## config.mk

```make
export PLATFORM = sky130hd
export DESIGN_NAME = simon_blinker
export DESIGN_NICKNAME = d
export VERILOG_FILES = /design/src/rtl/simon_blinker.sv
export SDC_FILE = /design/constraint.sdc
export NUM_CORES = 1
export LEC_CHECK = 0
export CORE_AREA = 2 2 77 79
export DETAILED_ROUTE_END_ITERATION = 8
export DIE_AREA = 0 0 79 81
export GPL_TIMING_DRIVEN = 1
export PLACE_DENSITY = 0.74
export SLEW_MARGIN = 20
export SYNTH_ARGS = -nofsm -noshare
export SYNTH_HDL_FRONTEND = slang
export SYNTH_SLANG_ARGS = --single-unit
```

## constraint.sdc

```tcl
create_clock -name clk -period 3.5 [get_ports clk]
set_input_delay 0.7 -clock clk [delete_from_list [all_inputs] [get_ports clk]]
set_output_delay 0.7 -clock clk [all_outputs]
set_load 0.01 [all_outputs]
```

## src/rtl/simon_blinker.sv

```systemverilog
// Simon Says pattern playback: plays stored colours 0..level-1 on one-hot LEDs, then pulses blinker_done.
// Optional SIMON_BLINK_SPEEDUP_EN shortens the lit time at higher levels.
module simon_blinker #(
  parameter int ON_CYCLES  = 25_000_000,
  parameter int OFF_CYCLES = 12_500_000,
  parameter int MAX_LEVEL  = 10
) (
  input  logic       clk,
  input  logic       reset,
  input  logic       on_blinker,
  input  logic [3:0] level,
  output logic [3:0] mem_addr,
  input  logic [1:0] mem_data,
  output logic [3:0] led,
  output logic       blinker_done
);

  localparam int MAX_CYC = (ON_CYCLES > OFF_CYCLES) ? ON_CYCLES : OFF_CYCLES;
  localparam int TW      = (MAX_CYC < 2) ? 1 : $clog2(MAX_CYC + 1);
  localparam logic [TW-1:0] OFF_LOAD = TW'(OFF_CYCLES - 1);
  localparam logic [3:0]    MAX_LVL  = 4'(MAX_LEVEL);

  typedef enum logic [2:0] {
    S_IDLE, S_FETCH, S_ON, S_OFF, S_DONE, S_WAIT_LOW
  } state_t;

  state_t        state_q;
  logic [3:0]    lvl_q, step_q, addr_q, led_q;
  logic [TW-1:0] timer_q, on_load_q;
  logic          fetch_q, done_q;
  logic [3:0]    lvl_d;
  logic [TW-1:0] on_len_d;

  always_comb begin
    lvl_d = (level > MAX_LVL) ? MAX_LVL : level;
`ifdef SIMON_BLINK_SPEEDUP_EN
    if (lvl_d >= 4'd8)      on_len_d = TW'(ON_CYCLES >> 2);
    else if (lvl_d >= 4'd4) on_len_d = TW'(ON_CYCLES >> 1);
    else                    on_len_d = TW'(ON_CYCLES);
    if (on_len_d == '0)     on_len_d = TW'(1);
`else
    on_len_d = TW'(ON_CYCLES);
`endif
  end

  always_ff @(posedge clk or posedge reset) begin
    if (reset) begin
      state_q   <= S_IDLE;
      lvl_q     <= '0;
      step_q    <= '0;
      addr_q    <= '0;
      led_q     <= '0;
      timer_q   <= '0;
      on_load_q <= '0;
      fetch_q   <= 1'b0;
      done_q    <= 1'b0;
    end else begin
      case (state_q)
        S_IDLE: begin
          led_q  <= '0;
          done_q <= 1'b0;
          if (on_blinker) begin
            lvl_q     <= lvl_d;
            on_load_q <= on_len_d - TW'(1);
            step_q    <= '0;
            addr_q    <= '0;
            fetch_q   <= 1'b0;
            if (lvl_d == 4'd0) begin
              state_q <= S_DONE;
              done_q  <= 1'b1;
            end else begin
              state_q <= S_FETCH;
            end
          end
        end
        S_FETCH: begin
          if (!on_blinker) begin
            state_q <= S_IDLE;
            led_q   <= '0;
            fetch_q <= 1'b0;
          end else if (!fetch_q) begin
            fetch_q <= 1'b1;
          end else begin
            // Memory data for addr_q is valid in this second fetch cycle.
            fetch_q <= 1'b0;
            led_q   <= 4'd1 << mem_data;
            timer_q <= on_load_q;
            state_q <= S_ON;
          end
        end
        S_ON: begin
          if (!on_blinker) begin
            state_q <= S_IDLE;
            led_q   <= '0;
          end else if (timer_q == '0) begin
            led_q   <= '0;
            timer_q <= OFF_LOAD;
            state_q <= S_OFF;
          end else begin
            timer_q <= timer_q - TW'(1);
          end
        end
        S_OFF: begin
          if (!on_blinker) begin
            state_q <= S_IDLE;
            led_q   <= '0;
          end else if (timer_q == '0) begin
            step_q <= step_q + 4'd1;
            if (step_q + 4'd1 == lvl_q) begin
              state_q <= S_DONE;
              done_q  <= 1'b1;
            end else begin
              addr_q  <= step_q + 4'd1;
              state_q <= S_FETCH;
            end
          end else begin
            timer_q <= timer_q - TW'(1);
          end
        end
        S_DONE: begin
          done_q  <= 1'b0;
          state_q <= S_WAIT_LOW;
        end
        S_WAIT_LOW: begin
          if (!on_blinker) state_q <= S_IDLE;
        end
        default: begin
          state_q <= S_IDLE;
          led_q   <= '0;
          done_q  <= 1'b0;
        end
      endcase
    end
  end

  assign mem_addr     = addr_q;
  assign led          = led_q;
  assign blinker_done = done_q;

endmodule

```

# Yosys cells after proc, flatten, opt, wreduce, memory -nomap -nowiden
# Index checks and enable logic that the tools add are counted.
# totals
out_inout_bits,9
input_bits,9
register_bits,47
# classes
eq_ne,20
n_bitwise,2
addsub,2
mux,43
shifts,1
reduce_logical,16
n_lt_le_gt_ge,1
# op_table
cell,count
25-bit two-way mux,6
25-bit one-hot mux with 3 select lines,1
4-bit two-way mux,12
3-bit two-way mux,10
25-bit logical NOT,1
25-bit by 1-bit subtractor with 25-bit output (second input constant),1
2-bit inequality test (second input constant),11
3-bit one-hot mux with 6 select lines,1
4-bit one-hot mux with 2 select lines,2
4-bit one-hot mux with 4 select lines,1
4-bit AND reduction,3
5-bit AND reduction,2
3-bit inequality test (second input constant),3
1-bit two-way mux,8
3-bit by 2-bit == test with 1-bit output (second input constant),2
3-bit == test (second input constant),2
6-bit AND reduction,1
4-bit by 1-bit adder with 4-bit output (second input constant),1
4-bit == test,1
4-bit greater-than comparator (second input constant),1
4-bit logical NOT,1
2-bit AND reduction,2
2-bit nonzero test,2
1-bit by 2-bit left shift with 4-bit output (first input constant),1
8 further kinds,9

# Longest topological paths before layout
# Gate-level depths: netlist of the first run.
# logic_depth
depth_word,6
depth_mapped,10
depth_no_buf,8

# Least setup slack after synthesis of the first run
# OpenSTA, ideal clock, no wires.
# synth_path
kind,flip-flop to flip-flop
start,reg timer_q[0]
end,reg timer_q[0]
period_less_slack_ns,2.520
arrival_ns,2.395
stages_incl_launch_ff,10
path_slack_ns,0.980
cell_sequence,dfrtp_1 > inv_1 > ha_1 > or3b_2 > or4_4 > buf_6 > nor3_4 > or2_2 > inv_2 > mux2_4
# synth_between
elab_chain_len,4
# synth_lines
element,line_no,text
from (decl),29,"logic [TW-1:0] timer_q, on_load_q;"
from (signal assigned),87,timer_q <= on_load_q;
from (signal assigned),100,timer_q <= timer_q - TW'(1);
from (signal assigned),117,timer_q <= timer_q - TW'(1);
25-bit by 1-bit subtractor with 25-bit output / 25-bit logical NOT (equally long branches),-,
25-bit two-way mux (on tied branches),"107, 95",
25-bit two-way mux (on tied branches),"104, 92",
25-bit one-hot mux with 3 select lines,58,case (state_q)
# Parallel ways exist; a longest one is shown, timed or not. The select of a mux whose other input is x is not followed.
# A chain may end at the register's enable or synchronous reset.

# Final worst setup path of the first run
# Ends and elaborated chain as after synthesis.

==> results of run 1 <==
cells by family (layout without fill, tap and decap cells):
logic type      Yosys count  in the layout
mux                       6              6
buf+inv                  32             48
fa+ha+maj                 2              2
simple gates            134            134
flops                    47             47
xor+xnor                  6              6
compound gates          109            109
metal layers:
metal / vias to the layer above / global-route usage [%]
met5: - / 0
met4: 0 / 9.66
met3: 12 / 5.00
met2: 108 / 35.8
met1: 1294 / 32.9
li1: 1297 / -
worst max-delay path by stage:
stage / end / slack (ns) / cells past startpoint
finish: timer_q[0] / 0.59 / 8
floorplan: timer_q[0] / 0.98 / 9
global placement: timer_q[0] / 0.68 / 8
detailed placement: timer_q[0] / 0.63 / 8
global route: timer_q[0] / 0.44 / 8
CTS: timer_q[0] / 0.60 / 8
power by group through the flow:
stage                     Combinational [mW]  Clock (mW)  Sequential, mW
after detailed placement               0.728           0           0.874
after global routing                   0.818       0.368           0.895
after floorplan                        0.599           0           0.807
final                                  0.734       0.337           0.871
after global placement                 0.711           0           0.871
after CTS                              0.730       0.345           0.864
registers in the layout, indices dropped and copies added, names as in the netlist:
| signal | flops |
|---|---|
| step_q | 4 |
| state_q | 3 |
| fetch_q | 1 |
| mem_addr | 4 |
| led | 4 |
| timer_q | 25 |
| lvl_q | 4 |
| blinker_done | 1 |
| on_load_q | 1 |
through the flow:
step                      hold WS (ns)  utilization, %  cell area, um^2  worst slack, ns
after floorplan                  0.469               -             2950            0.980
after global placement           0.463            56.2             3190            0.684
after detailed placement         0.469            56.2             3190            0.626
after CTS                        0.490            57.8             3280            0.596
after global routing             0.512            57.8             3280            0.438
final                            0.485            57.8             3280            0.588
final cells by class:
| cell class | count | area share [%] |
|---|---|---|
| inverters | 13 | 1.53 |
| repair buffers | 27 | 7.48 |
| clock buffers | 5 | 2.10 |
| flip-flops and latches | 47 | 35.9 |
| well taps | 75 | 2.86 |
| clock inverters | 3 | 0.610 |
| multi-input cells | 257 | 49.6 |
cell usage in the layout, fill, tap and decap left out, types with 3 or more instances in the layout:
| cell | n |
|---|---|
| nor4_1 | 9 |
| mux2i_1 | 3 |
| o31ai_1 | 10 |
| nor3_1 | 12 |
| clkdlybuf4s50_1 | 17 |
| nor2_1 | 25 |
| xnor2_1 | 4 |
| a31o_2 | 5 |
| dfrtp_1 | 47 |
| a31oi_1 | 15 |
| or3_1 | 5 |
| nand3_1 | 5 |
| nor2b_1 | 4 |
| inv_1 | 11 |
| o22a_1 | 4 |
| clkbuf_8 | 5 |
| and2_1 | 4 |
| nand4_1 | 3 |
| a22o_1 | 3 |
| a211oi_1 | 8 |
| nand2b_1 | 10 |
| nand2_1 | 37 |
| or4_1 | 4 |
| a41oi_1 | 4 |
| o21ai_0 | 20 |
| buf_4 | 10 |
| o22ai_1 | 8 |
| a21o_1 | 3 |
| a21oi_1 | 14 |
==> run_results.csv, run 1 <==
group,metric,value,unit
cells_and_area,multi_input_area,0.00163,mm^2
synthesis,ys_warn_count,0,
timing,finalHoldViolCount,0,
placement,gp_congestion,0.879,
synthesis,synth_area_leaders,"dfrtp_1 (40%), nand2_1 (4.7%), o21ai_0 (3.4%), a31oi_1 (3.2%), nor2_1 (3.2%)",
min_path,hold_end,"led[0]",
power,p_switching,0.814,mW
cells_and_area,nFillCells,505,
synthesis,syn-cell-area,0.00295,mm^2
synthesis,ys_async_sr_fraction,100,%
cts,h-tree-depth,2,
synthesis,ys_seq_area_share,39.8,%
placement,portBuffers,17,
critical_path,timing.reg2reg.setup_slack,0.59,ns
synthesis,synth-seq-cells,47,
cts,postCtsHoldBufs,0,
global_route,grt_max_degree,48,
critical_path,cp_num_buf_inv,2,
power,pwr-share-clk,17.4,%
critical_path,reg2reg_depth,8,
die,rows,28,
route,wl_per_cell,16.5,um
critical_path,critPathSlowestCell,"or4_4",
route,drt_iter0_drc,513,
critical_path,worstReg2RegEnd,"timer_q[0]",
synthesis,yosysTopAreaCell,"dfrtp_1",
cts,cts_buffers,5,
route,wl,7050,um
power,max-vdd-ir-drop,0.300,mV
cts,clockBufferDepth,2,
synthesis,synthMuxAreaShare,2.41,%
timing,tightest_slew,0.911,ns
synthesis,ys.flop_type,"dfrtp_1",
critical_path,crit_type,"register to register",
critical_path,r2r_start,"timer_q[0]",
cells_and_area,fin_nets,362,
timing,period_share,83.2,%
die,die_w,79,um
die,core_area,0.00568,mm^2
outcome,status,"completed",
synthesis,synth_top_family_by_area,"compound AO/OA/AOI/OAI gates",
route,wl_met1,3230,um
flow_run,cap_viol_max_count,0,
cells_and_area,n_antenna_cell,0,
route,ant_nets,0,
cts,post_cts_buffers,0,
cts,cts_sinks,47,
synthesis,synth.top_cell.area_share,39.8,%
cts,cts-root-buf,"clkbuf_8",
synthesis,synth_enable_flop_cells,0,
cts,cts-resized-gates,0,
placement,post-place-cells,419,
global_route,grt_overflow,0,
synthesis,syn_area_per_cell,8.79,um^2
cells_and_area,final_cells,427,
critical_path,crit_fanout,20,
route,dr_wl_met3,470,um
synthesis,syn_inst,336,
critical_path,startpoint_type,"register",
timing,setup_tns,0,ns
critical_path,end_kind,"register",
global_route,first_global_vias,2459,
cells_and_area,drive_gt1_share,10.5,%
route,first_pass_iters,4,
min_path,min-delay-path-class,"register to register",
die,start_util,52.1,%
critical_path,crit_start,"timer_q[0]",
min_path,whs_path_depth,1,
timing,final_max_slew_viol_count,0,
cells_and_area,syn2layout_area_growth,11.1,%
critical_path,crit_arrival,3.11,ns
route,remaining_drc_errors,0,
die,die_height,81,um
global_route,antenna_found_initial,0,
die,ios,18,
route,via_count,2711,
synthesis,synth_compound_area_share,25.2,%
cts,clk_pin_slew,0.09,ns
timing,setup_viol,0,
min_path,min_from,"led[0]",
cells_and_area,seq_area,0.00118,mm^2
critical_path,critical-path-top-delay-family,"simple AND/OR/NAND/NOR gates",
timing,max_freq,343,MHz
global_route,grt_pass1_wl,11900,um
synthesis,synth_top_cells_by_count,"dfrtp_1 (47), nand2_1 (37), nor2_1 (25)",
die,die_area,0.00640,mm^2
route,wl_met2,3190,um
power,p_per_area,592,mW/mm^2
power,comb_power_share,37.8,%
timing,grt_setup_unrepaired,"false",
critical_path,critPathMaxStageDelay,0.56,ns
cts,cts_tree,"built",
synthesis,synthSimpleGateAreaFrac,24.6,%
timing,min_period,2.91,ns
power,switching_share,41.9,%
synthesis,ys_types,58,
global_route,grt_usage,23.6,%
synthesis,syn_nets,347,
power,fin_total_pwr,1.94,mW
timing,finalClockSkew,0.00797,ns
synthesis,synthAdderAreaFrac,0.847,%
power,intPower,1.13,mW
route,vias_per_cell,6.35,
cts,clock_latency,0.31,ns
power,seq_power_share,44.8,%
route,top_layer_used,"met4",
synthesis,synthXorXnorAreaFrac,1.78,%
power,p_leak,1.31,nW
synthesis,yosysMostFrequentCell,"dfrtp_1",
timing,slew-limit-headroom,39.2,%
critical_path,critical_path_required,3.70,ns
critical_path,crit_chain,"inv_1, ha_1, or3b_2, or4_4, nor3_4, or2_2, inv_2, mux2_4",
placement,dp_hpwl,4860,um
Power figures use the tool's default switching activity.
==> run 2, diff against run 1 <==
clock period = 3 ns   (was 3.5 ns; I/O delays follow)
==> run_results.csv, run 2 (same netlist as run 1, synthesis figures left out) <==
group,metric,value,unit
timing,fin_ws,0.229,ns
die,start_util,52.1,%
route,wl_per_cell,17.2,um
placement,gp_congestion,0.895,
route,drt_iter0_drc,289,
min_path,min_from,"led[2]",
cells_and_area,final_common_cell,"dfrtp_1",
timing,max_freq,361,MHz
timing,min_period,2.77,ns
cells_and_area,largest_reg_flops,25,
cts,cts_buffers,5,
min_path,min-delay-path-class,"register to register",
placement,dp_slack,0.258,ns
cts,cts-root-buf,"clkbuf_8",
cts,cts_tree,"built",
power,seq_power_share,45.1,%
die,die_area,0.00640,mm^2
global_route,first_global_vias,2566,
critical_path,reg2reg_depth,8,
power,intPower,1.33,mW
min_path,hold_end,"led[2]",
timing,finalHoldViolCount,0,
timing,setup_viol,0,
power,switching_share,41.4,%
cts,post_cts_buffers,0,
placement,place_area,0.00324,mm^2
cells_and_area,syn2layout_area_growth,12.3,%
cts,h-tree-depth,2,
power,pwr-share-clk,16.6,%
timing,finalClockSkew,0.0132,ns
die,ios,18,
cells_and_area,fin_nets,368,
critical_path,timing.reg2reg.setup_slack,0.23,ns
critical_path,crit_type,"register to register",
placement,portBuffers,17,
cells_and_area,n_antenna_cell,0,
timing,final_max_slew_viol_count,0,
critical_path,critical_path_required,3.18,ns
power,max-vdd-ir-drop,0.312,mV
timing,slew-limit-headroom,43.6,%
power,fin_total_pwr,2.26,mW
global_route,grt_pass1_wl,12400,um
timing,grt_setup_unrepaired,"false",
cells_and_area,final_cell_mix,"dfrtp_1 (47), nand2_1 (37), nor2_1 (25), o21ai_0 (20), clkdlybuf4s50_1 (17)",
timing,whs,0.506,ns
die,die_height,81,um
cells_and_area,top_register,"timer_q",
power,comb_power_share,38.3,%
critical_path,end_kind,"register",
route,first_pass_iters,5,
critical_path,worstReg2RegEnd,"timer_q[0]",
cts,postCtsHoldBufs,0,
cells_and_area,drive_gt1_share,11.5,%
critical_path,crit_fanout,11,
placement,dp_hpwl,5310,um
cts,clockBufferDepth,2,
global_route,grt_max_degree,25,
cts,clk_pin_slew,0.09,ns
cts,clock_latency,0.30,ns
global_route,antenna_found_initial,0,
power,p_switching,0.936,mW
min_path,whs_path_depth,1,
timing,setup_tns,0,ns
route,vias_per_cell,6.39,
global_route,grt_overflow,0,
route,via_count,2765,
die,core_area,0.00568,mm^2
route,ant_nets,0,
global_route,grt_usage,24.7,%
power,p_leak,1.34,nW
die,rows,28,
power,p_per_area,682,mW/mm^2
route,remaining_drc_errors,0,
flow_run,cap_viol_max_count,0,
cells_and_area,design_area,0.00332,mm^2
die,die_w,79,um
cts,cts_sinks,47,
critical_path,startpoint_type,"register",
outcome,status,"completed",
route,wl,7470,um
cts,cts-resized-gates,0,
timing,period_share,92.4,%
critical_path,crit_arrival,2.95,ns
critical_path,r2r_start,"timer_q[0]",
timing,tightest_slew,0.846,ns
[run 2: changes by cell type in the layout (fill, tap and decap cells not counted)]
cell / before / now
buf_4: 10 / 16
clkbuf_1: 0 / 2
clkinv_2: 2 / 1
clkinvlp_4: 2 / 0
inv_2: 1 / 2
[run 2: worst max-delay path by stage]
| stage | from | endpoint | slack [ns] |
|---|---|---|---|
| floorplan | timer_q[0] | timer_q[0] | 0.48 |
| global placement | timer_q[0] | timer_q[1] | 0.31 |
| detailed placement | timer_q[0] | timer_q[0] | 0.26 |
| CTS | timer_q[0] | timer_q[0] | 0.25 |
| global route | timer_q[0] | timer_q[14] | 0.02 |
| finish | timer_q[0] | timer_q[0] | 0.23 |
[run 2: metal layers]
layer | global-route usage [%] | part of all wire (%) | up-vias
met3 | 4.33 | 6.8 | 12
met5 | 0 | 0 | -
li1 | - | - | 1310
met4 | 8.45 | 1.6 | 0
met2 | 40.2 | 47 | 131
met1 | 33.5 | 45 | 1312
[run 2: final cells by class]
cell class	count	area [um^2]
Tap cell	75	93.8
Sequential cell	47	1180
Timing Repair Buffer	33	290
Clock buffer	7	76.3
Fill cell	527	2360
Multi-Input combinational cell	257	1630
Clock inverter	1	5.00
Inverter	13	48.8
[run 2: power by group through the flow]
stage          sequential, mW  clock, mW  combinational, mW
3_3_place_gp             1.02          0              0.838
4_1_cts                  1.01      0.388              0.861
3_5_place_dp             1.02          0              0.862
5_1_grt                  1.05      0.415              0.967
6_report                 1.02      0.375              0.866
2_1_floorplan           0.942          0              0.699
[run 2: per-stage QoR]
| step | utilization, % | cells |
|---|---|---|
| final | 58.4 | 433 |
| after global routing | 58.4 | 433 |
| after CTS | 58.4 | 433 |
| after detailed placement | 57.0 | 425 |
| after global placement | 57.0 | 425 |
| after floorplan | - | 336 |
[run 2: worst max-delay path: stages (launching register included)]
cell	delay, ns
dfrtp_1	0.43
inv_1	0.09
ha_1	0.19
or3b_2	0.51
or4_4	0.56
nor3_4	0.21
or2_2	0.27
inv_2	0.09
mux2_4	0.31
==> run 3, diff against run 2 <==
CORE_AREA = 2 2 71 87   (was 2 2 77 79)
DIE_AREA = 0 0 73 89   (was 0 0 79 81)
PLACE_DENSITY = 0.72   (was 0.74)
==> run_results.csv, run 3 (same netlist as run 1, synthesis figures left out) <==
group,metric,value,unit
outcome,status,"completed",
timing,setup_tns,0,ns
cts,cts_sinks,47,
cts,clk_pin_slew,0.09,ns
timing,min_period,2.77,ns
critical_path,crit_arrival,2.97,ns
timing,final_max_slew_viol_count,0,
die,core_area,0.00559,mm^2
route,wl_per_cell,17.9,um
timing,setup_viol,0,
placement,place_area,0.00323,mm^2
die,die_w,73,um
cells_and_area,fin_nets,366,
timing,tightest_slew,0.870,ns
timing,fin_ws,0.227,ns
route,vias_per_cell,6.57,
cells_and_area,top_register,"timer_q",
global_route,grt_pass1_wl,13000,um
route,via_count,2761,
cts,postCtsHoldBufs,0,
critical_path,critical_path_required,3.19,ns
die,die_height,89,um
global_route,antenna_found_initial,0,
route,wl,7520,um
cells_and_area,final_cell_mix,"dfrtp_1 (47), nand2_1 (37), nor2_1 (25), o21ai_0 (20), clkdlybuf4s50_1 (17)",
cells_and_area,n_antenna_cell,0,
die,start_util,52.8,%
min_path,whs_path_depth,1,
min_path,min_from,"led[0]",
flow_run,cap_viol_max_count,0,
die,rows,30,
cts,post_cts_buffers,0,
placement,gp_congestion,0.892,
cts,cts-resized-gates,0,
timing,period_share,92.4,%
critical_path,reg2reg_depth,8,
critical_path,critPathSlowestCell,"or4_4",
critical_path,r2r_start,"timer_q[0]",
critical_path,crit_fanout,11,
cts,clock_latency,0.30,ns
die,die_area,0.00650,mm^2
cts,h-tree-depth,2,
cells_and_area,syn2layout_area_growth,12.1,%
min_path,min-delay-path-class,"register to register",
cells_and_area,drive_gt1_share,11.5,%
critical_path,timing.reg2reg.setup_slack,0.23,ns
timing,finalHoldViolCount,0,
placement,dp_slack,0.250,ns
timing,finalClockSkew,0.00323,ns
min_path,hold_end,"led[0]",
power,max-vdd-ir-drop,0.550,mV
placement,portBuffers,17,
cells_and_area,design_area,0.00331,mm^2
die,ios,18,
route,drt_iter0_drc,297,
power,p_per_area,687,mW/mm^2
critical_path,end_kind,"register",
timing,slew-limit-headroom,42.0,%
critical_path,worstReg2RegEnd,"timer_q[1]",
cts,clockBufferDepth,2,
power,p_leak,1.33,nW
cts,cts-root-buf,"clkbuf_8",
timing,grt_setup_unrepaired,"false",
cells_and_area,largest_reg_flops,25,
global_route,first_global_vias,2667,
global_route,grt_max_degree,25,
cts,cts_buffers,5,
critical_path,startpoint_type,"register",
route,remaining_drc_errors,0,
cts,cts_tree,"built",
global_route,grt_overflow,0,
timing,max_freq,361,MHz
critical_path,crit_type,"register to register",
route,ant_nets,0,
cells_and_area,nFillCells,499,
critical_path,critPathMaxStageDelay,0.57,ns
power,fin_total_pwr,2.27,mW
placement,dp_hpwl,5390,um
route,first_pass_iters,5,
critical_path,crit_chain,"inv_1, ha_1, or3b_2, or4_4, nor3_4, or2_2, inv_2, mux2_4",
global_route,grt_usage,25.3,%
cells_and_area,final_common_cell,"dfrtp_1",
-- run 3: cell types whose count changed in the layout (fill, tap and decap cells not counted) --
cell and delta:
buf_12 +1, buf_4 -3, clkbuf_1 -1, clkinvlp_4 +1, nor4b_1 -1, nor4b_2 +1
-- run 3: report_power, final --
part,switching (mW),leakage (nW),internal (mW)
Sequential,0.224,0.579,0.799
Combinational,0.504,0.713,0.362
Clock,0.221,0.0412,0.163
Total,0.950,1.33,1.32
-- run 3: final cells by class --
| type | count | area, um^2 | area share [%] |
|---|---|---|---|
| clock inverter | 2 | 12.5 | 0.378 |
| multi-input combinational | 257 | 1630 | 49.3 |
| clock buffer | 6 | 72.6 | 2.19 |
| sequential | 47 | 1180 | 35.5 |
| timing repair buffer | 31 | 288 | 8.69 |
| inverter | 13 | 48.8 | 1.47 |
| tap | 64 | 80.1 | 2.42 |
-- run 3: through the flow --
step / cells / hold WS, ns / utilization [%]
3_3_place_gp: 412 / 0.461 / 57.7
6_report: 420 / 0.488 / 59.2
3_5_place_dp: 412 / 0.477 / 57.7
2_1_floorplan: 336 / 0.469 / -
5_1_grt: 420 / 0.506 / 59.2
4_1_cts: 420 / 0.493 / 59.2
-- run 3: worst max-delay path by stage --
stage,cells after the start,to,slack (ns),start
5_1_grt,8,timer_q[1],0.08,timer_q[1]
3_5_place_dp,8,timer_q[0],0.25,timer_q[0]
2_1_floorplan,9,timer_q[0],0.48,timer_q[0]
6_report,8,timer_q[1],0.23,timer_q[0]
4_1_cts,8,timer_q[1],0.23,timer_q[0]
3_3_place_gp,8,timer_q[1],0.28,timer_q[0]
-- run 3: worst max-delay path, delay by kind of cell (launching register included) --
family,cells,cell delay (ns)
AND/OR/NAND/NOR,4,1.58
flip-flops,1,0.42
multiplexers,1,0.30
adder cells (fa/ha/maj),1,0.20
buffers and inverters,2,0.18
-- run 3: routing by layer --
metal | up-vias | track usage [%] | share of wire [%]
met1 | 1354 | 33.9 | 44
met3 | 17 | 3.38 | 4.0
met4 | 0 | 9.26 | 2.2
met2 | 86 | 41.9 | 49
met5 | - | 0 | 0
li1 | 1304 | - | -
